--- config.mk ---
export PLATFORM = sky130hd
export DESIGN_NAME = bus_arbiter_flat
export DESIGN_NICKNAME = d
export VERILOG_FILES = /design/src/rtl/bus_arbiter_pkg.sv /design/src/rtl/bus_arbiter_if.sv /design/src/rtl/bus_arbiter_cycle_counter.sv /design/src/rtl/bus_arbiter.sv /design/src/flat_wrapper.sv
export SDC_FILE = /design/constraint.sdc
export NUM_CORES = 1
export LEC_CHECK = 0
export ABC_CLOCK_PERIOD_IN_PS = 4750
export BUFFER_PORTS_ARGS = -buffer_cell sky130_fd_sc_hd__clkbuf_2
export CORE_AREA = 5 5 42 44
export DETAILED_ROUTE_END_ITERATION = 16
export DIE_AREA = 0 0 47 49
export GPL_TIMING_DRIVEN = 0
export MAX_ROUTING_LAYER = met4
export SLEW_MARGIN = 20
export SYNTH_ARGS = -nofsm -noshare
export SYNTH_HDL_FRONTEND = slang
export SYNTH_SLANG_ARGS = --single-unit
--- constraint.sdc ---
create_clock -name CLK -period 4.75 [get_ports CLK]
set_input_delay 0.2375 -clock CLK [delete_from_list [all_inputs] [get_ports CLK]]
set_output_delay 0.2375 -clock CLK [all_outputs]
set_load 0.02 [all_outputs]
--- src/rtl/bus_arbiter_pkg.sv ---
// Shared types and defaults for the CPU/DMA bus arbiter.
// State encoding, counter widths and the MIN_CPU_CYCLES load helper.
package bus_arbiter_pkg;

  localparam int unsigned TIMEOUT_CYCLES_DEF = 16;
  localparam int unsigned MIN_CPU_CYCLES_DEF = 2;
  localparam int unsigned STATE_W            = 2;
  localparam int unsigned CD_CNT_W           = 4;
  localparam int unsigned TO_CNT_W           = 5;

  typedef enum logic [STATE_W-1:0] {
    ST_IDLE     = 2'd0,
    ST_DRAIN    = 2'd1,
    ST_GRANT    = 2'd2,
    ST_COOLDOWN = 2'd3
  } arb_state_e;

  // A zero minimum still guarantees the CPU one cycle between grants.
  function automatic logic [CD_CNT_W-1:0] cooldown_load(input int unsigned min_cycles);
    int unsigned eff;
    eff = (min_cycles == 32'd0) ? 32'd1 : min_cycles;
    return CD_CNT_W'(eff - 32'd1);
  endfunction

endpackage

--- src/rtl/bus_arbiter_if.sv ---
// Handshake bundle between the DMA/CPU side (master) and the arbiter (slave).
interface bus_arbiter_if;
  import bus_arbiter_pkg::*;

  logic               BR;
  logic               cpu_busy;
  logic               dma_end;
  logic               BG;
  logic               cpu_hold;
  logic [STATE_W-1:0] arb_state;
  logic               timeout_err;

  modport master (
    output BR, cpu_busy, dma_end,
    input  BG, cpu_hold, arb_state, timeout_err
  );

  modport slave (
    input  BR, cpu_busy, dma_end,
    output BG, cpu_hold, arb_state, timeout_err
  );

endinterface

--- src/rtl/bus_arbiter_cycle_counter.sv ---
// arb_cycle_counter: loadable saturating down-counter with a zero flag.
module arb_cycle_counter #(
  parameter int unsigned WIDTH = 4
) (
  input  logic             clk,
  input  logic             rst,
  input  logic             load,
  input  logic [WIDTH-1:0] load_val,
  input  logic             dec,
  output logic             zero_c
);

  logic [WIDTH-1:0] count_q;
  logic [WIDTH-1:0] count_d;

  // Load has priority; decrement stops at zero.
  always_comb begin
    count_d = count_q;
    if (load) begin
      count_d = load_val;
    end else if (dec && (count_q != '0)) begin
      count_d = count_q - WIDTH'(1);
    end
  end

  always_ff @(posedge clk) begin
    if (rst) begin
      count_q <= '0;
    end else begin
      count_q <= count_d;
    end
  end

  assign zero_c = (count_q == '0);

endmodule

--- src/rtl/bus_arbiter.sv ---
// CPU/DMA bus arbiter: drains CPU accesses, grants the bus, then guarantees CPU cycles.
// Optional grant timeout enabled by defining BUS_ARBITER_TIMEOUT_EN.
module bus_arbiter
  import bus_arbiter_pkg::*;
#(
  parameter int unsigned TIMEOUT_CYCLES = TIMEOUT_CYCLES_DEF,
  parameter int unsigned MIN_CPU_CYCLES = MIN_CPU_CYCLES_DEF
) (
  input logic          CLK,
  input logic          RESET,
  bus_arbiter_if.slave ifc
);

  localparam logic [CD_CNT_W-1:0] CD_LOAD = cooldown_load(MIN_CPU_CYCLES);

  arb_state_e state_q;
  arb_state_e state_d;
  arb_state_e idle_next_c;
  logic       bg_q;
  logic       bg_d;
  logic       hold_q;
  logic       hold_d;
  logic       cd_load_c;
  logic       cd_dec_c;
  logic       cd_zero_c;
  logic       to_fire_c;
  logic       err_set_c;
  logic       timeout_err_c;

  // Request evaluation shared by IDLE and the end of COOLDOWN.
  always_comb begin
    idle_next_c = ST_IDLE;
    if (ifc.BR) begin
      idle_next_c = ifc.cpu_busy ? ST_DRAIN : ST_GRANT;
    end
  end

  always_comb begin
    state_d   = state_q;
    err_set_c = 1'b0;
    bg_d      = 1'b0;
    hold_d    = 1'b0;
    case (state_q)
      ST_IDLE: state_d = idle_next_c;
      ST_DRAIN: begin
        if (!ifc.BR) begin
          state_d = ST_IDLE;
        end else if (!ifc.cpu_busy) begin
          state_d = ST_GRANT;
        end
      end
      // A normal release takes priority over the timeout.
      ST_GRANT: begin
        if (ifc.dma_end || !ifc.BR) begin
          state_d = ST_COOLDOWN;
        end else if (to_fire_c) begin
          state_d   = ST_COOLDOWN;
          err_set_c = 1'b1;
        end
      end
      ST_COOLDOWN: begin
        if (cd_zero_c) begin
          state_d = idle_next_c;
        end
      end
      default: state_d = ST_IDLE;
    endcase
    bg_d   = (state_d == ST_GRANT);
    hold_d = (state_d == ST_DRAIN) || (state_d == ST_GRANT);
  end

  always_ff @(posedge CLK) begin
    if (RESET) begin
      state_q <= ST_IDLE;
      bg_q    <= 1'b0;
      hold_q  <= 1'b0;
    end else begin
      state_q <= state_d;
      bg_q    <= bg_d;
      hold_q  <= hold_d;
    end
  end

  assign cd_load_c = (state_d == ST_COOLDOWN) && (state_q != ST_COOLDOWN);
  assign cd_dec_c  = (state_q == ST_COOLDOWN);

  arb_cycle_counter #(
    .WIDTH (CD_CNT_W)
  ) u_cooldown_cnt (
    .clk      (CLK),
    .rst      (RESET),
    .load     (cd_load_c),
    .load_val (CD_LOAD),
    .dec      (cd_dec_c),
    .zero_c   (cd_zero_c)
  );

`ifdef BUS_ARBITER_TIMEOUT_EN
  localparam int unsigned         TO_EFF  = (TIMEOUT_CYCLES == 32'd0) ? 32'd1 : TIMEOUT_CYCLES;
  localparam logic [TO_CNT_W-1:0] TO_LOAD = TO_CNT_W'(TO_EFF - 32'd1);

  logic to_load_c;
  logic to_dec_c;
  logic to_zero_c;
  logic err_q;
  logic err_d;

  // Counts down the remaining grant cycles; zero in GRANT means the budget is spent.
  assign to_load_c = (state_d == ST_GRANT) && (state_q != ST_GRANT);
  assign to_dec_c  = (state_q == ST_GRANT);

  arb_cycle_counter #(
    .WIDTH (TO_CNT_W)
  ) u_timeout_cnt (
    .clk      (CLK),
    .rst      (RESET),
    .load     (to_load_c),
    .load_val (TO_LOAD),
    .dec      (to_dec_c),
    .zero_c   (to_zero_c)
  );

  assign to_fire_c = to_zero_c;
  assign err_d     = err_q | err_set_c;

  always_ff @(posedge CLK) begin
    if (RESET) begin
      err_q <= 1'b0;
    end else begin
      err_q <= err_d;
    end
  end

  assign timeout_err_c = err_q;
`else
  logic unused_timeout_cfg;
  assign unused_timeout_cfg = ^{TO_CNT_W'(TIMEOUT_CYCLES), err_set_c};
  assign to_fire_c          = 1'b0;
  assign timeout_err_c      = 1'b0;
`endif

  assign ifc.BG          = bg_q;
  assign ifc.cpu_hold    = hold_q;
  assign ifc.arb_state   = state_q;
  assign ifc.timeout_err = timeout_err_c;

endmodule

--- src/flat_wrapper.sv ---
// flat-port wrapper written by rule: the top's interface ports become plain ports
module bus_arbiter_flat import bus_arbiter_pkg::*;
#(
  parameter int unsigned TIMEOUT_CYCLES = TIMEOUT_CYCLES_DEF,
  parameter int unsigned MIN_CPU_CYCLES = MIN_CPU_CYCLES_DEF
)
  (CLK, RESET, ifc_BR, ifc_cpu_busy, ifc_dma_end, ifc_BG, ifc_cpu_hold, ifc_arb_state, ifc_timeout_err);
  bus_arbiter_if ifc_i ();
  input logic CLK;
  input logic RESET;
  input wire logic [$bits(ifc_i.BR)-1:0] ifc_BR;
  input wire logic [$bits(ifc_i.cpu_busy)-1:0] ifc_cpu_busy;
  input wire logic [$bits(ifc_i.dma_end)-1:0] ifc_dma_end;
  output wire logic [$bits(ifc_i.BG)-1:0] ifc_BG;
  output wire logic [$bits(ifc_i.cpu_hold)-1:0] ifc_cpu_hold;
  output wire logic [$bits(ifc_i.arb_state)-1:0] ifc_arb_state;
  output wire logic [$bits(ifc_i.timeout_err)-1:0] ifc_timeout_err;
  assign ifc_i.BR = ifc_BR;
  assign ifc_i.cpu_busy = ifc_cpu_busy;
  assign ifc_i.dma_end = ifc_dma_end;
  assign ifc_BG = ifc_i.BG;
  assign ifc_cpu_hold = ifc_i.cpu_hold;
  assign ifc_arb_state = ifc_i.arb_state;
  assign ifc_timeout_err = ifc_i.timeout_err;
  bus_arbiter #(.TIMEOUT_CYCLES(TIMEOUT_CYCLES), .MIN_CPU_CYCLES(MIN_CPU_CYCLES)) u_core (.CLK(CLK), .RESET(RESET), .ifc(ifc_i));
endmodule
==> out/qor.csv <==
metric,value,unit
syn_area_per_cell,8.808,um^2
RSZ-0062 raised after global routing,no,
# H-tree levels,1,
most frequent cells in the layout,"8 x clkbuf_2, 8 x dfxtp_1, 4 x inv_1, 4 x ha_1",
Final Power,0.1565,mW
Tmin final,2.037,ns
Pwr per Cell Area,299.2,mW/mm^2
vias in the first global route,350,
Final Instance Area,523.0,um^2
Top Layer Used,met3,
area grow syn2layout,18.75,%
largest net degree at the start of global routing,10,
"Hold-fix buffers, CTS",0,
Fin Clk Skew,0.004637,ns
Die Area,0.002303,mm^2
R2R Setup Slk,2.71,ns
CP top delay family,simple AND/OR/NAND/NOR gates,
Syn Nets,59,
Synth warnings,0,
CTS Sinks,8,
Cells after Synth,50,
Setup Buffers After CTS,0,
chip width,47,um
Port Buffers,8,
Post-DP HPWL,667.1,um
Initial Util,31.43,%
crit path DAT,2.22,ns
fillers,156,
Std-Cell Rows,14,
Final Hold Fails,0,
"slowest stage delay, CP",0.38,ns
Final Non-Filler Cells,77,
register area,160.2,um^2
CP Cell Sequence,"inv_1, ha_1, or3b_1, nand3_1, nand3_1, ha_1, a21oi_1, o21ai_0, a21oi_1",
Resized Gates After CTS,0,
gr ovfl total,0,
Top-Level Pins,10,
Placer Congestion,0.7593,
Required @ worst endpoint,4.94,ns
Total GRT Usage,8.466,%
Final ANT Viol Nets,0,
Crit Reg-Reg Startpoint,u_core.u_cooldown_cnt.count_q[1]$_SDFFE_PP0P_,
Critical Path End Type,flop,
fin crit share,42.88,%
final setup vio count,0,
clock buffer depth,2,
global-route wire length before repair,1.407,mm
CP Buf/Inv Count,1,
met3 routed WL,47,um
fmax,491.0,MHz
DR DRC count,0,
Synth area leaders,"dfxtp_1 36%, ha_1 11%, a31oi_1 4.3%, nor2b_1 4.3%, or3_1 4.3%",
FF-to-FF End,u_core.u_cooldown_cnt.count_q[2]$_SDFFE_PP0P_,
Crit-path slowest cell,or3b_1,
Setup WS pre-CTS,2.751,ns
FF-to-FF path depth,9,
Via density,5.247,
Max Cap Viol,0,
wire length on met2,436,um
post-synthesis sequential area ratio,36.36,%
CTS root buf,clkbuf_4,
DR pass1 iterations,4,
worst min path class,input pin to flop,
clk slew on worst S/H paths,0.06,ns
placement-stage cell area,500.5,um^2
worst-path fanout max,4,
Slew Limit Fails,0,
post-synthesis cell area,440.4,um^2
Die Span Y,49,um
area occupied by multi-input gates,257.7,um^2
Antenna Diode Count,0,
CTS Buf Count,3,
Critical Path Start Type,flop,
TritonCTS clock tree,built,
DRT met1 WL,389,um
placed cell count,74,
final setup margin,2.713,ns
Crit path depth,9,
worst vdd ir,143.5,uV
Yosys reg bits,8,
run status,finished clean,
clock latency on the worst-skew pair,0.25,ns
DR vias,404,
Nets,72,
setup tns final,0,ns
layout cells sized above 1,21.31,%
core area,0.001401,mm^2
routed len/inst,11.32,um
post-synth top area share,36.36,%
dominant cell type by area after synthesis,dfxtp_1,
count of cell types in the netlist,24,
Lkg Pwr,0.2273,nW
initial DRC count,9,
final wirelength,872,um
initial antenna violation count,0,
CP endpoint,u_core.u_cooldown_cnt.count_q[2]$_SDFFE_PP0P_,
CP startpoint,u_core.u_cooldown_cnt.count_q[1]$_SDFFE_PP0P_,
Crit Path Category,flop to flop,
routing by layer:
metal | track usage, % | vias up
li1 | - | 206
met1 | 9.071 | 190
met2 | 13.80 | 8
met3 | 4.428 | 0
met4 | 1.382 | 0
met5 | - | -
through the flow:
| step | utilization (%) | hold slack (ns) |
|---|---|---|
| floorplan | - | 0.3066 |
| global placement | 35.71 | 0.4845 |
| detailed placement | 35.71 | 0.4909 |
| CTS | 37.32 | 0.2702 |
| global route | 37.32 | 0.2643 |
| finish | 37.32 | 0.2674 |
worst reg2reg max path, cell delays in order, from the launching register on:
cell and delay (ns):
dfxtp_1 0.32, inv_1 0.09, ha_1 0.19, or3b_1 0.38
nand3_1 0.13, nand3_1 0.08, ha_1 0.19, a21oi_1 0.31
o21ai_0 0.15, a21oi_1 0.13
registers in the layout, indices dropped and copies added (netlist names):
signal                         count
u_core.u_cooldown_cnt.count_q      4
u_core.ifc.BG                      1
u_core.ifc.cpu_hold                1
u_core.ifc.arb_state               2
cell usage after synthesis:
master,number
nand2_1,3
or4b_1,1
dfxtp_1,8
nor2b_1,3
and3_1,1
o22ai_1,1
o21bai_1,1
nor4bb_1,1
or4_1,1
inv_1,4
nand4_1,1
ha_1,4
buf_4,1
a31oi_1,3
or3_1,3
a21oi_1,3
and3b_1,1
nor3b_1,1
o21ai_0,2
or3b_1,1
nand3_1,3
a311o_2,1
nand2b_1,1
conb_1,1
power by group:
part           switching, mW  internal, mW
logic                 0.0161        0.0130
registers            0.00409        0.0711
clock network         0.0232        0.0289
total                 0.0434         0.113
final cells by class:
class,instances,area share [%]
flip-flops and latches,8,30.62
inverters,4,2.871
well taps,16,3.828
repair buffers,8,7.655
clock buffers,3,4.306
multi-input cells,37,49.28
plain buffers,1,1.435
worst min path at each step:
stage / from / depth (start not counted) / slack, ns / end
5_1_grt: RESET / 2 / 0.26 / u_core.u_cooldown_cnt.count_q[0]$_SDFFE_PP0P_
4_1_cts: RESET / 2 / 0.27 / u_core.u_cooldown_cnt.count_q[2]$_SDFFE_PP0P_
6_report: RESET / 2 / 0.27 / u_core.u_cooldown_cnt.count_q[0]$_SDFFE_PP0P_
3_5_place_dp: u_core.u_cooldown_cnt.count_q[1]$_SDFFE_PP0P_ / 2 / 0.49 / u_core.u_cooldown_cnt.count_q[1]$_SDFFE_PP0P_
2_1_floorplan: RESET / 1 / 0.31 / u_core.u_cooldown_cnt.count_q[0]$_SDFFE_PP0P_
3_3_place_gp: u_core.u_cooldown_cnt.count_q[1]$_SDFFE_PP0P_ / 2 / 0.48 / u_core.u_cooldown_cnt.count_q[1]$_SDFFE_PP0P_
logic make-up after synthesis:
group	count (synthesis)	share of synthesized area, %
flops	8	36.36
fa+ha+maj	4	11.36
buf+inv	5	5.113
compound gates	11	15.63
other cells	1	0.8515
simple gates	21	30.69
Power figures use the tool's default switching activity.
